**src/rtl/aoi_stage_pkg.sv**
```systemverilog
// rtl/aoi_stage_pkg.sv - shared types and constants for the AOI expander operand stage
package aoi_stage_pkg;

    localparam int VEC_W  = 10;
    localparam int ONES_W = 11;
    localparam logic [VEC_W-1:0] SWEEP_LAST = 10'h3FF;

    typedef enum logic [1:0] {
        IDLE   = 2'd0,
        SETTLE = 2'd1,
        DONE   = 2'd2,
        SWEEP  = 2'd3
    } stage_state_e;

endpackage

```
**src/rtl/aoi_settle_timer.sv**
```systemverilog
// rtl/aoi_settle_timer.sv - loadable down-counter that flags expiry at zero
module aoi_settle_timer #(
    parameter int SETTLE_CYCLES = 2
) (
    input  logic clk_i,
    input  logic rst_ni,
    input  logic load_i,
    input  logic en_i,
    output logic expire_o
);

    localparam int CW = (SETTLE_CYCLES > 1) ? $clog2(SETTLE_CYCLES) : 1;
    localparam logic [CW-1:0] LOAD_VAL = CW'(SETTLE_CYCLES - 1);

    if (SETTLE_CYCLES < 1) begin : g_bad_settle
        $error("aoi_settle_timer: SETTLE_CYCLES must be at least 1");
    end

    logic [CW-1:0] cnt_q, cnt_d;

    always_comb begin
        cnt_d = cnt_q;
        if (load_i) begin
            cnt_d = LOAD_VAL;
        end else if (en_i && (cnt_q != '0)) begin
            cnt_d = cnt_q - 1'b1;
        end
    end

    always_ff @(posedge clk_i or negedge rst_ni) begin
        if (!rst_ni) begin
            cnt_q <= '0;
        end else begin
            cnt_q <= cnt_d;
        end
    end

    assign expire_o = (cnt_q == '0);

endmodule

```
**src/rtl/aoi_exp_operand_stage.sv**
```systemverilog
// rtl/aoi_exp_operand_stage.sv - drives operands A..J to the AOI expander and returns sampled Y
// Optional exhaustive Y=1 sweep is compiled in with AOI_EXP_SWEEP_EN.
module aoi_exp_operand_stage
    import aoi_stage_pkg::*;
#(
    parameter int SETTLE_CYCLES = 2
) (
    input  logic             clk_i,
    input  logic             rst_ni,
    input  logic             in_valid_i,
    output logic             in_ready_o,
    input  logic [VEC_W-1:0] in_vec_i,
    output logic             a_o,
    output logic             b_o,
    output logic             c_o,
    output logic             d_o,
    output logic             e_o,
    output logic             f_o,
    output logic             g_o,
    output logic             h_o,
    output logic             i_o,
    output logic             j_o,
    input  logic             y_i,
    output logic             out_valid_o,
    input  logic             out_ready_i,
    output logic             out_y_o,
    output logic [VEC_W-1:0] out_vec_o
`ifdef AOI_EXP_SWEEP_EN
    ,
    input  logic              sweep_start_i,
    output logic              sweep_busy_o,
    output logic [ONES_W-1:0] sweep_ones_o
`endif
);

    stage_state_e     state_q, state_d;
    logic [VEC_W-1:0] ops_q, ops_d;
    logic             out_y_q, out_y_d;
    logic [VEC_W-1:0] out_vec_q, out_vec_d;
    logic             timer_load, timer_en, timer_expire;
`ifdef AOI_EXP_SWEEP_EN
    logic [ONES_W-1:0] ones_q, ones_d;
`endif

    // One timer serves both the single-vector settle and every sweep step.
    aoi_settle_timer #(
        .SETTLE_CYCLES(SETTLE_CYCLES)
    ) u_timer (
        .clk_i    (clk_i),
        .rst_ni   (rst_ni),
        .load_i   (timer_load),
        .en_i     (timer_en),
        .expire_o (timer_expire)
    );

    assign timer_en = (state_q == SETTLE) || (state_q == SWEEP);

    always_comb begin
        state_d    = state_q;
        ops_d      = ops_q;
        out_y_d    = out_y_q;
        out_vec_d  = out_vec_q;
        timer_load = 1'b0;
`ifdef AOI_EXP_SWEEP_EN
        ones_d     = ones_q;
`endif
        case (state_q)
            IDLE: begin
                if (in_valid_i) begin
                    state_d    = SETTLE;
                    ops_d      = in_vec_i;
                    timer_load = 1'b1;
`ifdef AOI_EXP_SWEEP_EN
                end else if (sweep_start_i) begin
                    state_d    = SWEEP;
                    ops_d      = '0;
                    ones_d     = '0;
                    timer_load = 1'b1;
`endif
                end
            end
            SETTLE: begin
                if (timer_expire) begin
                    out_y_d   = y_i;
                    out_vec_d = ops_q;
                    state_d   = DONE;
                end
            end
            DONE: begin
                if (out_ready_i) begin
                    state_d = IDLE;
                end
            end
`ifdef AOI_EXP_SWEEP_EN
            SWEEP: begin
                if (timer_expire) begin
                    ones_d = ones_q + {{(ONES_W-1){1'b0}}, y_i};
                    if (ops_q == SWEEP_LAST) begin
                        state_d = IDLE;
                    end else begin
                        ops_d      = ops_q + 1'b1;
                        timer_load = 1'b1;
                    end
                end
            end
`endif
            default: state_d = IDLE;
        endcase
    end

    always_ff @(posedge clk_i or negedge rst_ni) begin
        if (!rst_ni) begin
            state_q   <= IDLE;
            ops_q     <= '0;
            out_y_q   <= 1'b0;
            out_vec_q <= '0;
        end else begin
            state_q   <= state_d;
            ops_q     <= ops_d;
            out_y_q   <= out_y_d;
            out_vec_q <= out_vec_d;
        end
    end

`ifdef AOI_EXP_SWEEP_EN
    always_ff @(posedge clk_i or negedge rst_ni) begin
        if (!rst_ni) begin
            ones_q <= '0;
        end else begin
            ones_q <= ones_d;
        end
    end

    assign sweep_busy_o = (state_q == SWEEP);
    assign sweep_ones_o = ones_q;
`endif

    assign in_ready_o  = (state_q == IDLE);
    assign out_valid_o = (state_q == DONE);
    assign out_y_o     = out_y_q;
    assign out_vec_o   = out_vec_q;

    assign {a_o, b_o, c_o, d_o, e_o, f_o, g_o, h_o, i_o, j_o} = ops_q;

endmodule

```
**config.mk**
```make
export PLATFORM = sky130hd
export DESIGN_NAME = aoi_exp_operand_stage
export DESIGN_NICKNAME = d
export VERILOG_FILES = /design/src/rtl/aoi_stage_pkg.sv /design/src/rtl/aoi_settle_timer.sv /design/src/rtl/aoi_exp_operand_stage.sv
export SDC_FILE = /design/constraint.sdc
export NUM_CORES = 1
export LEC_CHECK = 0
export BUFFER_PORTS_ARGS = -buffer_cell sky130_fd_sc_hd__buf_2
export CAP_MARGIN = 5
export CORE_ASPECT_RATIO = 0.75
export CORE_MARGIN = 2
export CORE_UTILIZATION = 50
export CTS_CLUSTER_SIZE = 24
export DETAILED_ROUTE_END_ITERATION = 12
export HOLD_SLACK_MARGIN = 0.06
export PLACE_DENSITY_LB_ADDON = 0.08
export SYNTH_ARGS = -nofsm -noshare
export SYNTH_HDL_FRONTEND = slang
export SYNTH_HIERARCHICAL = 1
export SYNTH_SLANG_ARGS = --single-unit
```
**constraint.sdc**
```tcl
create_clock -name clk_i -period 2 [get_ports clk_i]
set_input_delay 0.2 -clock clk_i [delete_from_list [all_inputs] [get_ports clk_i]]
set_output_delay 0.2 -clock clk_i [all_outputs]
set_load 0.05 [all_outputs]
```
**Word-level counts from Yosys, hierarchy flattened**

Index checks and enable logic that the tools add are counted.

- Input bits: 15
- Flip-flop bits (word level): 24
- Word-level logic and storage cells: 28

- Bitwise gates (word level): 1
- Multiplexer cells: 8
- Reductions and logical operators: 7
- Eq/ne operators: 6
- Add/subtract/negate cells: 1

Operators with widths:

| kind | count |
|---|---|
| 2-bit 2-to-1 mux | 3 |
| 2-bit case mux with 3 select lines | 1 |
| 2-bit equality test, second input constant | 2 |
| 1-bit 2-to-1 mux | 4 |
| 2-bit != test, second input constant | 2 |
| 2-bit AND reduction | 2 |
| 3-bit AND reduction | 1 |
| 2-bit by 1-bit equality test with 1-bit output, second input constant | 1 |
| 2-bit logical NOT | 1 |
| 2-bit by 1-bit != test with 1-bit output, second input constant | 1 |
| 2-bit nonzero test | 1 |
| 1-bit logical AND | 1 |
| 1-bit logical OR | 1 |
| 1-bit inverter | 1 |
| 1-bit subtractor, second input constant | 1 |

**Depth between registers and ports, before layout**

- Depth in word-level cells: 5
- Mapped depth: 4
- Gate-level depth less buffers: 3

**By module**

Netlist, hierarchy kept.

Modules (own cells, without submodules):

| module | area each (µm²) | instances | cells each |
|---|---|---|---|
| aoi_exp_operand_stage | 942.2 | 1 | 56 |
| aoi_settle_timer | 40.0 | 1 | 3 |

**Least setup slack after synthesis**

Ideal clock, no wire load.

- Kind: reg-to-output
- Start: register state_q[0]
- End: output port in_ready_o
- Arrival: 1117 ps
- Cell stages (with the launch flop): 2
- Path buffers: 0
- Path slack: 683 ps
- Path through: dfrtp_1 > nor2_1

- Longest elaborated chain between the ends: 1

RTL lines:

| item | line | text |
|---|---|---|
| start: declaration | aoi_exp_operand_stage.sv:36 | `stage_state_e state_q, state_d;` |
| start signal: assignment | aoi_exp_operand_stage.sv:118 | `state_q <= state_d;` |
| 2-bit logical NOT | aoi_exp_operand_stage.sv:138 | `assign in_ready_o = (state_q == IDLE);` |
| end: declaration | aoi_exp_operand_stage.sv:11 | `output logic in_ready_o,` |

No other way between the ends.

**Worst setup path after layout**

- Start: register state_q[0]
- End: output port out_valid_o

- Longest elaborated chain between the ends: 1

RTL lines:

| item | line | text |
|---|---|---|
| 2-bit equality test | aoi_exp_operand_stage.sv:139 | `assign out_valid_o = (state_q == DONE);` |
| end: declaration | aoi_exp_operand_stage.sv:24 | `output logic out_valid_o,` |

No other way between the ends.

==> qor.yml <==
syn-mean-instance-area_um2: 16.6
clockBufferDepth: 2
dieHeight_um: 42.4
cts_sinks: 24
ys_warn_count: 6
placed_area_um2: 1180
place_ws_ns: 0.625
antenna_found_initial: 0
setup_slack_ns: 0.479
cts.clk_slew.worst_paths_ns: 0.13
synth_common_cells: "dfrtp_1, mux2_2, mux2_4"
min_path_type: "primary input to register"
clock_latency_ns: 0.32
grt_pass1_vias: 624
worstPathRequired_ns: 1.80
cts-resized-gates: 0
drive_above_1_share_pct: 67.0
critPathCaptureType: "output port"
synthFlopType: "dfrtp_1"
io_buffers: 37
area_growth_pct: 27.1
crit_slowest_cell: "dfrtp_1"
routed-via-count: 589
outcome: "complete, no violations"
critical_path.cell_chain: "nand2b_1 > inv_1 > buf_2"
cp_top_family: "flip-flops"
synth_top_area_share_pct: 61.1
initialDrtViolationCount: 3
critPathMaxFanout: 7
fp-row-count: 13
max_freq_ghz: 0.658
drc_errors: 0
postLayoutCellArea_um2: 1250
yosysSeqAreaShare_pct: 61.1
die_w_um: 55.2
grt_max_degree: 25
maxCapViolations: 0
wirelength_mm: 1.71
grt_pass1_wl_mm: 2.86
slew_headroom_pct: 65.7
synthArstFlopShare_pct: 100
root_buffer: "clkbuf_4"
tns_ns: 0
post_cts_buffers: 0
post-route-period-util_pct: 76.0
synthMostInstantiatedCell: "dfrtp_1"
yosys.area.top_type: "dfrtp_1"
n_antenna_cell: 0
track_usage_pct: 18.0
cts_tree: "built"
rsz0062_at_grt: "false"
ctsHoldBuffers: 2
synth_cell_types: 15
first_pass_iters: 3
drtAntennaViolNets: 0
gp_congestion: 0.600
synth_edf_count: 0
worstPathArrival_ns: 1.32
overflow: 0
cts_buffers: 3
vias_per_cell: 4.83
dieArea_um2: 2340
fin_skew_ns: 0.0117
max_stage_delay_ns: 0.50
period_needed_ns: 1.52
hold_ws_ns: 0.103
start_util_pct: 54.9
drv_slew: 0
hold_violations: 0
ys_ff_latch: 24
htree_levels: 1
synth_cells: 59
nets: 116
ios: 38
setup_viol: 0
tightest_slew_ns: 0.515
synth_nets: 74
crit_type: "register to output port"
core_um2: 1790
ys_top_cells_by_area: "dfrtp_1, mux2_4, mux2_2"
wl_per_cell_um: 14.0
worstSetupStartpointType: "register"
critPathBufInv: 2
synth_area_um2: 982
==> cell families (layout without fill, tap and decap cells) <==
kind of cell / count (synthesis) / in the layout / share of synthesized area (%)
muxes: 21 / 21 / 27.5
AOI/OAI and AO/OA: 3 / 3 / 2.16
DFF: 24 / 24 / 61.1
buffers and inverters: 5 / 46 / 3.44
and+or+nand+nor: 6 / 6 / 5.73
==> path summary, 6_finish.rpt <==
kind                            slack [ns]                        end  cells past startpoint              startpoint
worst min-delay path                  0.10       ops_q[4]$_DFFE_PN0P_                      2             in_vec_i[4]
max in group asynchronous             1.28       ops_q[8]$_DFFE_PN0P_                      2                  rst_ni
min in group asynchronous             0.36  u_timer/cnt_q$_DFFE_PN0P_                      2                  rst_ni
worst min register to register        0.52        out_y_o$_DFFE_PN0P_                      1     out_y_o$_DFFE_PN0P_
worst max register to register        0.60       ops_q[1]$_DFFE_PN0P_                      3  state_q[0]$_DFFE_PN0P_
worst max-delay path                  0.48                out_valid_o                      3  state_q[0]$_DFFE_PN0P_
==> final cells by class <==
| class | instances | area [um2] |
|---|---|---|
| flip-flops and latches | 24 | 601 |
| fillers | 142 | 541 |
| multi-input cells | 30 | 348 |
| repair buffers | 40 | 213 |
| clock inverters | 1 | 30.0 |
| well taps | 22 | 27.5 |
| clock buffers | 3 | 22.5 |
| inverters | 2 | 7.51 |
==> sequential cells by signal (all words and copies together) (netlist names) <==
name,cells
u_timer/cnt_q,1
state_q,2
out_vec_o,10
ops_q,10
out_y_o,1
==> per-layer routing <==
metal | global-route usage (%) | share of wire [%]
met1 | 21.8 | 43
met2 | 29.3 | 48
met3 | 6.43 | 8.5
met4 | 5.85 | 0.82
met5 | 0 | 0
==> placed cells by master, fill, tap and decap left out, types with 2 or more instances in the layout <==
cell type / synthesis / final
buf_2: 0 / 37
dfrtp_1: 24 / 24
mux2_2: 12 / 12
mux2_4: 9 / 9
clkbuf_4: 0 / 3
nand2b_1: 2 / 2
dlygate4sd3_1: 0 / 2
==> stage by stage <==
stage,util [%],instances
final,69.8,122
after CTS,69.8,122
after detailed placement,65.7,116
after global routing,69.8,122
after floorplan,-,59
after global placement,65.7,116
Power is not shown: default switching activity piles up to over one toggle a cycle in this logic, so the estimate is an artifact.
